--- config.mk ---
export PLATFORM = sky130hd
export DESIGN_NAME = enoc_switch_allocator
export DESIGN_NICKNAME = d
export VERILOG_FILES = /design/src/rtl/enoc_switch_allocator.sv
export SDC_FILE = /design/constraint.sdc
export NUM_CORES = 1
export LEC_CHECK = 0
export CELL_PAD_IN_SITES_DETAIL_PLACEMENT = 0
export CELL_PAD_IN_SITES_GLOBAL_PLACEMENT = 1
export CORE_MARGIN = 2
export CORE_UTILIZATION = 30
export DETAILED_ROUTE_END_ITERATION = 8
export PLACE_DENSITY = 0.67
export SLEW_MARGIN = 10
export SYNTH_ARGS = -nofsm -noshare
export SYNTH_HDL_FRONTEND = slang
export SYNTH_SLANG_ARGS = --single-unit
export TNS_END_PERCENT = 30
--- constraint.sdc ---
create_clock -name clk -period 7.2 [get_ports clk]
set_clock_uncertainty 0.05 [all_clocks]
set_input_delay 1.44 -clock clk [delete_from_list [all_inputs] [get_ports clk]]
set_output_delay 1.44 -clock clk [all_outputs]
set_load 0.03 [all_outputs]
--- src/rtl/enoc_switch_allocator.sv ---
// Per-router switch allocator: one round-robin arbiter per output port with
// wormhole locking; grants are combinational from the registered lock/pointer state.
module enoc_switch_allocator #(
  parameter int N_PORTS = 5
) (
  input  logic                              clk,
  input  logic                              reset,
  input  logic [0:N_PORTS-1][0:N_PORTS-1]   i_output_req,
  input  logic [0:N_PORTS-1]                i_val,
  input  logic [0:N_PORTS-1]                i_tail,
  input  logic [0:N_PORTS-1]                i_en,
  output logic [0:N_PORTS-1][0:N_PORTS-1]   o_output_grant,
  output logic [0:N_PORTS-1]                o_input_grant
);

  localparam int unsigned W = (N_PORTS > 1) ? $clog2(N_PORTS) : 1;

  typedef enum logic {
    IDLE,
    LOCKED
  } state_e;

  state_e       state_q [N_PORTS];
  state_e       state_d [N_PORTS];
  logic [W-1:0] ptr_q   [N_PORTS];
  logic [W-1:0] ptr_d   [N_PORTS];
  logic [W-1:0] owner_q [N_PORTS];
  logic [W-1:0] owner_d [N_PORTS];

  logic [0:N_PORTS-1][0:N_PORTS-1] cand;
  logic [0:N_PORTS-1][0:N_PORTS-1] grant;
  logic                            found;
  int unsigned                     idx;
  int unsigned                     win;

  // cand is indexed [output][input]: the transpose of the request matrix, gated by valid
  always_comb begin
    cand = '0;
    for (int unsigned o = 0; o < N_PORTS; o++) begin
      for (int unsigned i = 0; i < N_PORTS; i++) begin
        cand[o][i] = i_val[i] & i_output_req[i][o];
      end
    end
  end

  always_comb begin
    grant = '0;
    found = 1'b0;
    idx   = 0;
    win   = 0;
    for (int unsigned o = 0; o < N_PORTS; o++) begin
      state_d[o] = state_q[o];
      ptr_d[o]   = ptr_q[o];
      owner_d[o] = owner_q[o];
      if (!reset && i_en[o]) begin
        if (state_q[o] == LOCKED) begin
          if (cand[o][owner_q[o]]) begin
            grant[o][owner_q[o]] = 1'b1;
            if (i_tail[owner_q[o]]) begin
              state_d[o] = IDLE;
            end
          end
        end else begin
          found = 1'b0;
          win   = 0;
          // Search ptr, ptr+1, ... with an explicit wrap so N_PORTS need not be a power of two
          for (int unsigned k = 0; k < N_PORTS; k++) begin
            idx = int'(ptr_q[o]) + k;
            if (idx >= N_PORTS) begin
              idx = idx - N_PORTS;
            end
            if (!found && cand[o][W'(idx)]) begin
              found = 1'b1;
              win   = idx;
            end
          end
          if (found) begin
            grant[o][W'(win)] = 1'b1;
            ptr_d[o] = (win == N_PORTS - 1) ? '0 : W'(win + 1);
            if (!i_tail[W'(win)]) begin
              state_d[o] = LOCKED;
              owner_d[o] = W'(win);
            end
          end
        end
      end
    end
  end

  always_ff @(posedge clk) begin
    for (int unsigned o = 0; o < N_PORTS; o++) begin
      if (reset) begin
        state_q[o] <= IDLE;
        ptr_q[o]   <= '0;
        owner_q[o] <= '0;
      end else begin
        state_q[o] <= state_d[o];
        ptr_q[o]   <= ptr_d[o];
        owner_q[o] <= owner_d[o];
      end
    end
  end

  always_comb begin
    o_input_grant = '0;
    for (int unsigned o = 0; o < N_PORTS; o++) begin
      for (int unsigned i = 0; i < N_PORTS; i++) begin
        o_input_grant[i] = o_input_grant[i] | grant[o][i];
      end
    end
  end

  assign o_output_grant = grant;

endmodule

==> summary.txt, run 1 <==
Setup path
  • Setup crit end kind: primary output
  • Crit-path slowest cell: or4b_1
  • Worst path cell trace: clkdlybuf4s50_1, buf_4, nand2_1, o21ai_0, mux2_2, a221o_1, or3b_1, nor4_2, o41ai_4, and3_1, o22a_1, or4b_1, buf_4
  • Crit path top cell by count: buf_4
  • Worst r2r path cells: 15
  • Reg2reg start: ptr_q[2][0]
  • FF-to-FF setup slack: 2470 ps
  • Worst Path Max Fanout: 10
  • FF-to-FF End: owner_q[2][1]
  • Crit path required time: 5710 ps
  • CP bufs+invs: 3
  • CP delay by family, top: simple AND/OR/NAND/NOR gates
  • Setup crit start kind: input pin
  • Max stage delay on crit path: 610 ps
  • Critical path type: input pin to primary output
  • CP arrival: 5570 ps

Yosys
  • Ys Warns: 0
  • Cell taking the most area after synthesis: ha_1
  • Synth cell count leaders: a21oi_1, nor2_1, nand2_1
  • Synthesis-stage register bit count: 35
  • Yosys top cell area share: 10.0%
  • Netlist Area Pre-Place: 9250 µm²
  • Yosys cell types: 105
  • Seq/Total Area, Yosys: 7.57%
  • Top-count cell post-synth: a21oi_1
  • Post-synth EDFFs: 0
  • Post-Syn Area per Cell: 6.99 µm²
  • Most frequently used flop master after synthesis: dfxtp_1
  • Cell count after synthesis: 1324
  • Top cells by area, synth: ha_1, dfxtp_1, a21oi_1, o21ai_0, mux2i_1
  • Syn Nets: 1445
  • Ys async rst share: 0%

Placed design
  • Placement Setup Slack: 158 ps
  • GP Congestion: 0.903
  • Half-perimeter wire length after placement: 25.5 mm
  • PortBufs: 71
  • Cells after DPL: 1774

Status
  • Outcome: finished clean

STA
  • Hold Fails Final Rpt: 0
  • Slew @ Worst Pin: 773 ps
  • Aggregate negative setup slack: 0 ps
  • Final setup fails: 0
  • RSZ-0062 raised after global routing: no
  • Min Tclk post-route: 7060 ps
  • Max Fclk: 142 MHz
  • Worst Setup Slack, final: 140 ps
  • Period utilisation layout: 98.1%
  • Pins Over Slew Limit: 0
  • Slew HR: 48.0%

Global route
  • GR Util All Layers: 19.5%
  • Vias in the first global route: 9544
  • Largest net degree at the start of global routing: 37
  • Global-route wire length before repair: 52.5 mm
  • Initial antenna violation count: 0
  • Grt total ovfl: 0

Finish
  • Synthesis-to-finish area growth: 17.6%
  • Nets: 1506
  • Filler instances: 3194
  • Share of post-route cells with drive strength above 1: 11.5%
  • # diodes: 0
  • Utilization after layout: 35.7%
  • Non-filler cells, final: 1782

Floorplanning
  • Initial Util: 30.3%
  • Die ar.: 32300 µm²
  • Chip height: 180 µm
  • Die X: 180 µm
  • Core Rows: 64
  • Core Area: 30500 µm²
  • I/O pin count: 72

CTS
  • CTS Buf Count: 5
  • CTS tree: built
  • Post-CTS Setup Repair Bufs: 0
  • Reg clk slew, reported paths: 60 ps
  • Clk buf depth: 2
  • Skew-Pair Late Insertion Delay: 290 ps
  • H-tree levels: 2
  • Post-CTS sizing: 0
  • Hold_buf cts: 0
  • Clock Sinks: 35
  • Root Buffer Master: clkbuf_16

Pwr
  • Net Sw Frac: 55.8%
  • Max IR drop VDD: 0.317 mV
  • Register share of total power: 6.5%
  • Cell Int Power: 2600 µW
  • PD cells: 540 nW/µm²
  • Switching power: 3280 µW
  • Gate power share: 88.5%
  • Leak Pwr: 0.00443 µW
  • Clock power share: 5.0%

Drt
  • Vias: 10.4k
  • Routed len/inst: 18.4 µm
  • Detail Route Antenna Nets: 0
  • Final WL: 32.8 mm
  • First-pass detailed-route iteration total: 6
  • Via density: 5.82
  • Initial drt markers: 825
  • DRC viols: 0

Min path
  • Hold Path Sink: state_q[1]
  • Hold Crit Depth: 2
  • Hold WC Path Type: flip-flop to flip-flop
  • HP Start: state_q[1]

Run
  • Max cap viols: 0
==> metal layers <==
metal  track usage, %  vias up  wire length (µm)  share of wire (%)
met2             31.6      323             14700                 45
li1                 -     5156                 -                  -
met1             27.8     4833             15800                 48
met4             5.14        0               790                2.4
met3             1.80       54              1500                4.6
met5                0        -                 0                  0
==> logic make-up after synthesis <==
family / Yosys count / share of synthesized area (%)
and+or+nand+nor: 491 / 28.3
AOI/OAI and AO/OA: 497 / 36.4
muxes: 66 / 8.44
buffers and inverters: 136 / 5.84
adders and majority gates: 79 / 11.1
xor gates and xnor gates: 20 / 2.30
DFF: 35 / 7.57
==> final cells by class <==
class / count / area [µm²] / area share [%]
Clock inverter: 2 / 60.1 / 0.552
Timing Repair Buffer: 128 / 1240 / 11.4
Inverter: 62 / 233 / 2.14
Clock buffer: 6 / 129 / 1.18
Multi-Input combinational cell: 1153 / 8020 / 73.8
Tap cell: 396 / 495 / 4.56
Sequential cell: 35 / 701 / 6.44
==> power groups by stage <==
stage	clock network, µW	logic, µW	registers (µW)
after floorplan	0	3710	337
after global placement	0	5110	382
after detailed placement	0	5100	385
after CTS	294	5130	380
after global routing	301	5690	397
final	291	5200	385
==> through the flow <==
| step | hold slack [ps] | total power (µW) | instance area, µm² |
|---|---|---|---|
| 2_1_floorplan | 442 | 4050 | 9250 |
| 3_3_place_gp | 479 | 5500 | 10700 |
| 3_5_place_dp | 488 | 5490 | 10700 |
| 4_1_cts | 498 | 5810 | 10900 |
| 5_1_grt | 549 | 6390 | 10900 |
| 6_report | 500 | 5880 | 10900 |
==> registers in the layout, indices dropped and copies added (netlist names) <==
signal   count
owner_q     15
ptr_q       15
state_q      5
==> worst reg2reg max path, cell delays in order, from the launching register on <==
cell and delay (ps):
dfxtp_1 330, clkinv_1 410, ha_1 530, or3b_2 500, a2111o_1 420, o211ai_1 120, o211ai_1 130, buf_4 180
nor3_2 270, nand3b_1 210, or2_0 330, buf_4 180, a21oi_1 190, o32ai_1 130, o21ai_1 280, mux2_2 370
==> cell usage in the layout (no fill, tap or decap), types with 25 or more instances in the layout <==
| master | n |
|---|---|
| clkdlybuf4s50_1 | 50 |
| ha_1 | 74 |
| nand3_1 | 52 |
| nand2_1 | 107 |
| nor2b_1 | 25 |
| mux2i_1 | 44 |
| nor3_1 | 28 |
| a211oi_1 | 28 |
| a21oi_1 | 127 |
| dfxtp_1 | 35 |
| nor2_1 | 111 |
| o21ai_0 | 98 |
| buf_4 | 66 |
| inv_1 | 56 |
==> worst max path at each step <==
stage                     startpoint               end  cells past startpoint  slack (ps)
after floorplan             i_val[3]  o_input_grant[0]                     13         780
after global placement      i_val[1]  o_input_grant[1]                     13         210
after detailed placement    i_val[1]  o_input_grant[1]                     13         160
after CTS                   i_val[1]  o_input_grant[1]                     13         150
after global routing        i_val[1]  o_input_grant[2]                     13           2
final                       i_val[1]  o_input_grant[2]                     13         140
(Power assumes the default switching activity.)
==> run 2, diff against run 1 <==
--- a/config.mk
+++ b/config.mk
@@ -5,10 +5,12 @@
 export SDC_FILE = /design/constraint.sdc
 export NUM_CORES = 1
 export LEC_CHECK = 0
+export CAP_MARGIN = 15
 export CELL_PAD_IN_SITES_DETAIL_PLACEMENT = 0
 export CELL_PAD_IN_SITES_GLOBAL_PLACEMENT = 1
 export CORE_MARGIN = 2
 export CORE_UTILIZATION = 30
+export CTS_BUF_LIST = sky130_fd_sc_hd__clkbuf_4
 export DETAILED_ROUTE_END_ITERATION = 8
 export PLACE_DENSITY = 0.67
 export SLEW_MARGIN = 10
==> constraint.sdc (replaced) <==
create_clock -name clk -period 7.2 [get_ports clk]
set_clock_uncertainty 0.05 [all_clocks]
set_input_delay 1.08 -clock clk [delete_from_list [all_inputs] [get_ports clk]]
set_output_delay 1.08 -clock clk [all_outputs]
set_load 0.03 [all_outputs]
==> run 2 against run 1 <==
Net effect:
- wire length decreased by 0.29%
- critical path depth fell by 1
- final cell count decreased by 1.0%
- sequential share of layout area grew 0.23 points
- critical path type unchanged
- critical endpoint is now o_input_grant[1]
==> summary.txt, run 2 (synthesis gave the netlist of run 1 again) <==
Status
  • Outcome: finished clean

Placed design
  • PortBufs: 71
  • Half-perimeter wire length after placement: 25.5 mm
  • GP Congestion: 0.882
  • Placement Setup Slack: 471 ps

Finish
  • Multi-input gate area: 8010 µm²
  • Most frequent cells in the layout: a21oi_1, nor2_1, nand2_1
  • Top flop regs: owner_q (15), ptr_q (15), state_q (5)
  • Share of post-route cells with drive strength above 1: 8.92%
  • Filler instances: 3252
  • Synthesis-to-finish area growth: 13.5%
  • Commonest non-fill, non-tap cell in the layout: a21oi_1
  • Nets: 1487
  • Storage element area: 701 µm²

Global route
  • GR Util All Layers: 19.5%
  • Global-route wire length before repair: 52.4 mm
  • Initial antenna violation count: 1
  • Grt total ovfl: 0
  • Largest net degree at the start of global routing: 37
  • Vias in the first global route: 9528

Setup path
  • Crit path required time: 6070 ps
  • CP arrival: 5670 ps
  • Critical path type: input pin to primary output
  • Setup crit end kind: primary output
  • Setup crit start kind: input pin
  • Worst Path Max Fanout: 12

STA
  • Slew @ Worst Pin: 706 ps
  • Pins Over Slew Limit: 0
  • Min Tclk post-route: 6800 ps
  • Hold Fails Final Rpt: 0
  • Final setup fails: 0
  • Worst Setup Slack, final: 397 ps
  • Period utilisation layout: 94.5%
  • RSZ-0062 raised after global routing: no
  • Max Fclk: 147 MHz
  • Slew HR: 52.8%
  • Aggregate negative setup slack: 0 ps

CTS
  • Hold_buf cts: 0
  • Clock Sinks: 35
  • H-tree levels: 2
  • CTS Buf Count: 5
  • Clk buf depth: 2
  • CTS tree: built
  • Post-CTS sizing: 0
  • Skew-Pair Late Insertion Delay: 370 ps
  • Root Buffer Master: clkbuf_4
  • Post-CTS Setup Repair Bufs: 0
  • Reg clk slew, reported paths: 110 ps

Drt
  • DRC viols: 0
  • Routed len/inst: 18.6 µm
  • Detail Route Antenna Nets: 0
  • Via density: 5.89
  • Final WL: 32.8 mm
  • Initial drt markers: 823
  • Vias: 10.4k
  • First-pass detailed-route iteration total: 6

Pwr
  • Leak Pwr: 0.00419 µW
  • PD cells: 529 nW/µm²
  • Max IR drop VDD: 0.317 mV

Floorplanning
  • Core Rows: 64
  • Core Area: 30500 µm²
  • Chip height: 180 µm
  • I/O pin count: 72
  • Initial Util: 30.3%
  • Die X: 180 µm
  • Die ar.: 32300 µm²

Min path
  • Hold WC Path Type: flip-flop to flip-flop

Run
  • Max cap viols: 0
-- run 2: cell count changes in the layout (fill, tap and decap cells not counted), moves of 2 or more --
cell / previous run / this run
clkinvlp_4: 0 / 2
clkbuf_16: 5 / 0
buf_4: 66 / 39
buf_12: 12 / 1
clkbuf_4: 0 / 5
clkdlybuf4s50_1: 50 / 69
bufinv_16: 2 / 0
-- run 2: cell type report --
cell class | count | area share (%)
Timing Repair Buffer | 109 | 9.55
Sequential cell | 35 | 6.67
Multi-Input combinational cell | 1153 | 76.3
Tap cell | 396 | 4.72
Antenna cell | 1 | 0.0238
Clock inverter | 3 | 0.191
Clock buffer | 5 | 0.357
Inverter | 62 | 2.22
-- run 2: report_power, final --
part / internal (µW) / total (µW) / switching (µW) / leakage [µW]
logic: 2040 / 5060 / 3020 / 0.00388
clock network: 37.3 / 115 / 77.4 / 0.0000272
registers: 260 / 379 / 119 / 0.000285
total: 2340 / 5560 / 3220 / 0.00419
-- run 2: metrics by stage --
| stage | cells | area, µm² | total power, µW | utilization (%) | hold WS [ps] |
|---|---|---|---|---|---|
| 2_1_floorplan | 1324 | 9250 | 4050 | - | 442 |
| 3_3_place_gp | 1755 | 10400 | 5370 | 34.2 | 435 |
| 3_5_place_dp | 1755 | 10400 | 5350 | 34.2 | 437 |
| 4_1_cts | 1763 | 10500 | 5500 | 34.4 | 458 |
| 5_1_grt | 1763 | 10500 | 6060 | 34.4 | 507 |
| 6_report | 1764 | 10500 | 5560 | 34.4 | 455 |
-- run 2: worst max-delay path, cell delays in order --
cell	delay, ps
clkdlybuf4s50_1	730
nand2_1	290
o21ai_0	140
mux4_2	500
a21o_1	240
nor4b_2	430
or4b_1	540
o41ai_4	150
nor2_1	130
o22a_1	240
or4_1	560
clkdlybuf4s50_1	630
-- run 2: final timing paths --
check              start                to  slack (ps)  cells past startpoint
max             i_val[3]  o_input_grant[1]         400                     12
min          ptr_q[0][1]       ptr_q[0][1]         460                      2
max reg2reg  ptr_q[2][0]     owner_q[2][1]        2430                     13
min reg2reg  ptr_q[0][1]       ptr_q[0][1]         460                      2
-- run 2: metal layers --
metal	share of wire [%]	track usage, %	vias to the layer above
met3	4.8	2.09	47
met5	0	0	-
met2	44	30.6	322
met4	2.8	5.63	0
met1	48	28.0	4913
li1	-	-	5107
==> run 3, diff against run 2 <==
--- a/config.mk
+++ b/config.mk
@@ -5,14 +5,15 @@
 export SDC_FILE = /design/constraint.sdc
 export NUM_CORES = 1
 export LEC_CHECK = 0
+export ABC_AREA = 1
 export CAP_MARGIN = 15
 export CELL_PAD_IN_SITES_DETAIL_PLACEMENT = 0
 export CELL_PAD_IN_SITES_GLOBAL_PLACEMENT = 1
 export CORE_MARGIN = 2
-export CORE_UTILIZATION = 30
+export CORE_UTILIZATION = 42
 export CTS_BUF_LIST = sky130_fd_sc_hd__clkbuf_4
 export DETAILED_ROUTE_END_ITERATION = 8
-export PLACE_DENSITY = 0.67
+export PLACE_DENSITY = 0.91
 export SLEW_MARGIN = 10
 export SYNTH_ARGS = -nofsm -noshare
 export SYNTH_HDL_FRONTEND = slang
==> run 3 against run 2 <==
Net effect:
- non-clock buffer count down 31
- worst setup slack better by 710 ps
- die area decreased by 30%
- critical path depth up 10
- sequential share of layout area increased by 0.32 points
- wire length decreased by 13%
- register-to-register slack better by 830 ps
- first-iteration DRC count up 5.6%
- global-route usage is 5.6 points higher
- utilization rose by 13 points
- critical endpoint is now o_input_grant[2]
- largest cell class unchanged
==> summary.txt, run 3 <==
Yosys
  • Yosys cell types: 61
  • Post-Synth Simple-Gate Area: 47.8%
  • Seq/Total Area, Yosys: 7.80%
  • Cell taking the most area after synthesis: nand2_1
  • Post-Syn Area per Cell: 5.54 µm²
  • Netlist Area Pre-Place: 8980 µm²
  • Post-synth EDFFs: 0
  • Main combinational cell family by area after synthesis: simple AND/OR/NAND/NOR gates
  • Yosys top cell area share: 21.2%
  • Ys async rst share: 0%
  • Synth cell count leaders: nand2_1, inv_1, nand3_1
  • Most frequently used flop master after synthesis: dfxtp_1
  • Top cells by area, synth: nand2_1, ha_1, inv_1, nand3_1, dfxtp_1
  • Ys Warns: 0
  • Cell count after synthesis: 1622
  • Synthesis-stage register bit count: 35
  • Syn Nets: 1743
  • Top-count cell post-synth: nand2_1
  • Mux contribution to synthesized area: 0%
  • Compound-Gate Fraction of Synth Area: 18.9%
  • XOR/XNOR Fraction of Synth Area: 1.41%
  • Synth Area in Adders: 11.4%

Setup path
  • CP Capture Point: o_input_grant[2]
  • Critical Path Stages: 22
  • FF-to-FF End: owner_q[1][2]
  • Worst Path Max Fanout: 16
  • CP delay by family, top: simple AND/OR/NAND/NOR gates
  • Critical path type: flip-flop to primary output
  • FF-to-FF setup slack: 3260 ps
  • Crit path top cell by count: nand2_1
  • CP bufs+invs: 3
  • Crit-path slowest cell: dfxtp_1
  • Worst r2r path cells: 24
  • Worst path cell trace: inv_2, ha_1, inv_1, ha_1, nor2_2, nor2_4, nand2_1, nand2_1, nand2_1, nand3_1, nand3_1, nand2_2, nand3_2, nor2_4, nand2_1, or2_1, nand3_2, nand2_1, a21oi_1, nor2_1, nand2_1, clkdlybuf4s50_1
  • Crit path required time: 6070 ps
  • Setup crit end kind: primary output
  • Launch point of the critical path: ptr_q[1][0]
  • CP arrival: 4960 ps
  • Reg2reg start: ptr_q[1][0]
  • Max stage delay on crit path: 780 ps
  • Setup crit start kind: flip-flop

Global route
  • M1 GR Usage: 35.7%
  • Largest net degree at the start of global routing: 24
  • Met2 layer usage reported by global route: 40.5%
  • GRT met3 Usage: 3.42%
  • Initial antenna violation count: 0
  • Vias in the first global route: 9387
  • Busiest metal layer after global routing: met2
  • Global-route wire length before repair: 45.9 mm
  • Grt total ovfl: 0
  • GR Util All Layers: 25.0%

CTS
  • Skew-Pair Late Insertion Delay: 360 ps
  • Hold_buf cts: 0
  • Clk buf depth: 2
  • CTS Buf Count: 5
  • CTS tree: built
  • Root Buffer Master: clkbuf_4
  • Clock Sinks: 35
  • Post-CTS sizing: 0
  • Post-CTS Setup Repair Bufs: 0
  • Reg clk slew, reported paths: 130 ps
  • H-tree levels: 2

Drt
  • Vias: 10.4k
  • Detail Route Antenna Nets: 0
  • Final WL: 28.6 mm
  • First-pass detailed-route iteration total: 5
  • Via density: 5.29
  • Initial drt markers: 869
  • Routed len/inst: 14.6 µm
  • DRC viols: 0

Finish
  • Top flop regs: owner_q (15), ptr_q (15), state_q (5)
  • # diodes: 0
  • Most frequent cells in the layout: nand2_1, inv_1, nand3_1
  • Filler instances: 2231
  • Utilization after layout: 47.7%
  • Nets: 1810
  • Commonest non-fill, non-tap cell in the layout: nand2_1
  • Synthesis-to-finish area growth: 11.6%
  • Non-filler cells, final: 1965
  • Share of post-route cells with drive strength above 1: 10.4%

STA
  • Slew HR: 54.8%
  • Pins Over Slew Limit: 0
  • Hold Fails Final Rpt: 0
  • Max Fclk: 164 MHz
  • Min Tclk post-route: 6090 ps
  • Final setup fails: 0
  • RSZ-0062 raised after global routing: no
  • Period utilisation layout: 84.6%
  • Slew @ Worst Pin: 677 ps
  • Aggregate negative setup slack: 0 ps

Floorplanning
  • Core Area: 21000 µm²
  • Chip height: 150 µm
  • I/O pin count: 72
  • Die ar.: 22600 µm²
  • Core Rows: 53
  • Die X: 150 µm
  • Initial Util: 42.7%

Placed design
  • PortBufs: 71
  • GP Congestion: 0.993
  • Cells after DPL: 1957
  • Half-perimeter wire length after placement: 23.0 mm

Status
  • Outcome: finished clean

Min path
  • Hold WC Path Type: flip-flop to flip-flop
  • Hold Crit Depth: 2

Run
  • Max cap viols: 0
==> run 3: cells by family after synthesis <==
family / Yosys count
compound gates: 280
flops: 35
buf+inv: 288
simple gates: 929
xor+xnor: 11
fa+ha+maj: 79
==> run 3: worst min-delay path, delay by kind of cell, from the launching register on <==
kind             cells  cell delay [ps]
AO/OA/AOI/OAI        1               60
flip-flops           1              350
AND/OR/NAND/NOR      1               70
==> run 3: worst min path at each step <==
stage / startpoint / endpoint
finish: state_q[4] / state_q[4]
global route: state_q[4] / state_q[4]
CTS: state_q[1] / state_q[1]
detailed placement: state_q[1] / state_q[1]
global placement: state_q[4] / state_q[4]
floorplan: state_q[1] / state_q[1]
==> run 3: cell type report <==
class / count / area [µm²] / area share (%)
Sequential cell: 35 / 701 / 6.99
Multi-Input combinational cell: 1299 / 7140 / 71.2
Inverter: 270 / 1020 / 10.2
Timing Repair Buffer: 78 / 763 / 7.61
Tap cell: 275 / 344 / 3.43
Clock buffer: 6 / 45.0 / 0.449
Clock inverter: 2 / 12.5 / 0.125
==> run 3: metal layers <==
layer  vias up  share of wire (%)
li1       5418                  -
met1      4599                 48
met2       345                 44
met3        30                7.0
met4         0                1.4
met5         -                  0
==> run 3: stage by stage <==
stage	instance area, µm²	hold WS, ps	worst slack, ps
5_1_grt	10000	468	749
3_3_place_gp	9970	422	1330
4_1_cts	10000	450	1210
3_5_place_dp	9970	430	1340
6_report	10000	453	1110
2_1_floorplan	8980	408	2510
Power of run 3 is left out: the tool's default activity adds up to more than one toggle a clock period on the data nets, which glitch-free logic cannot reach.
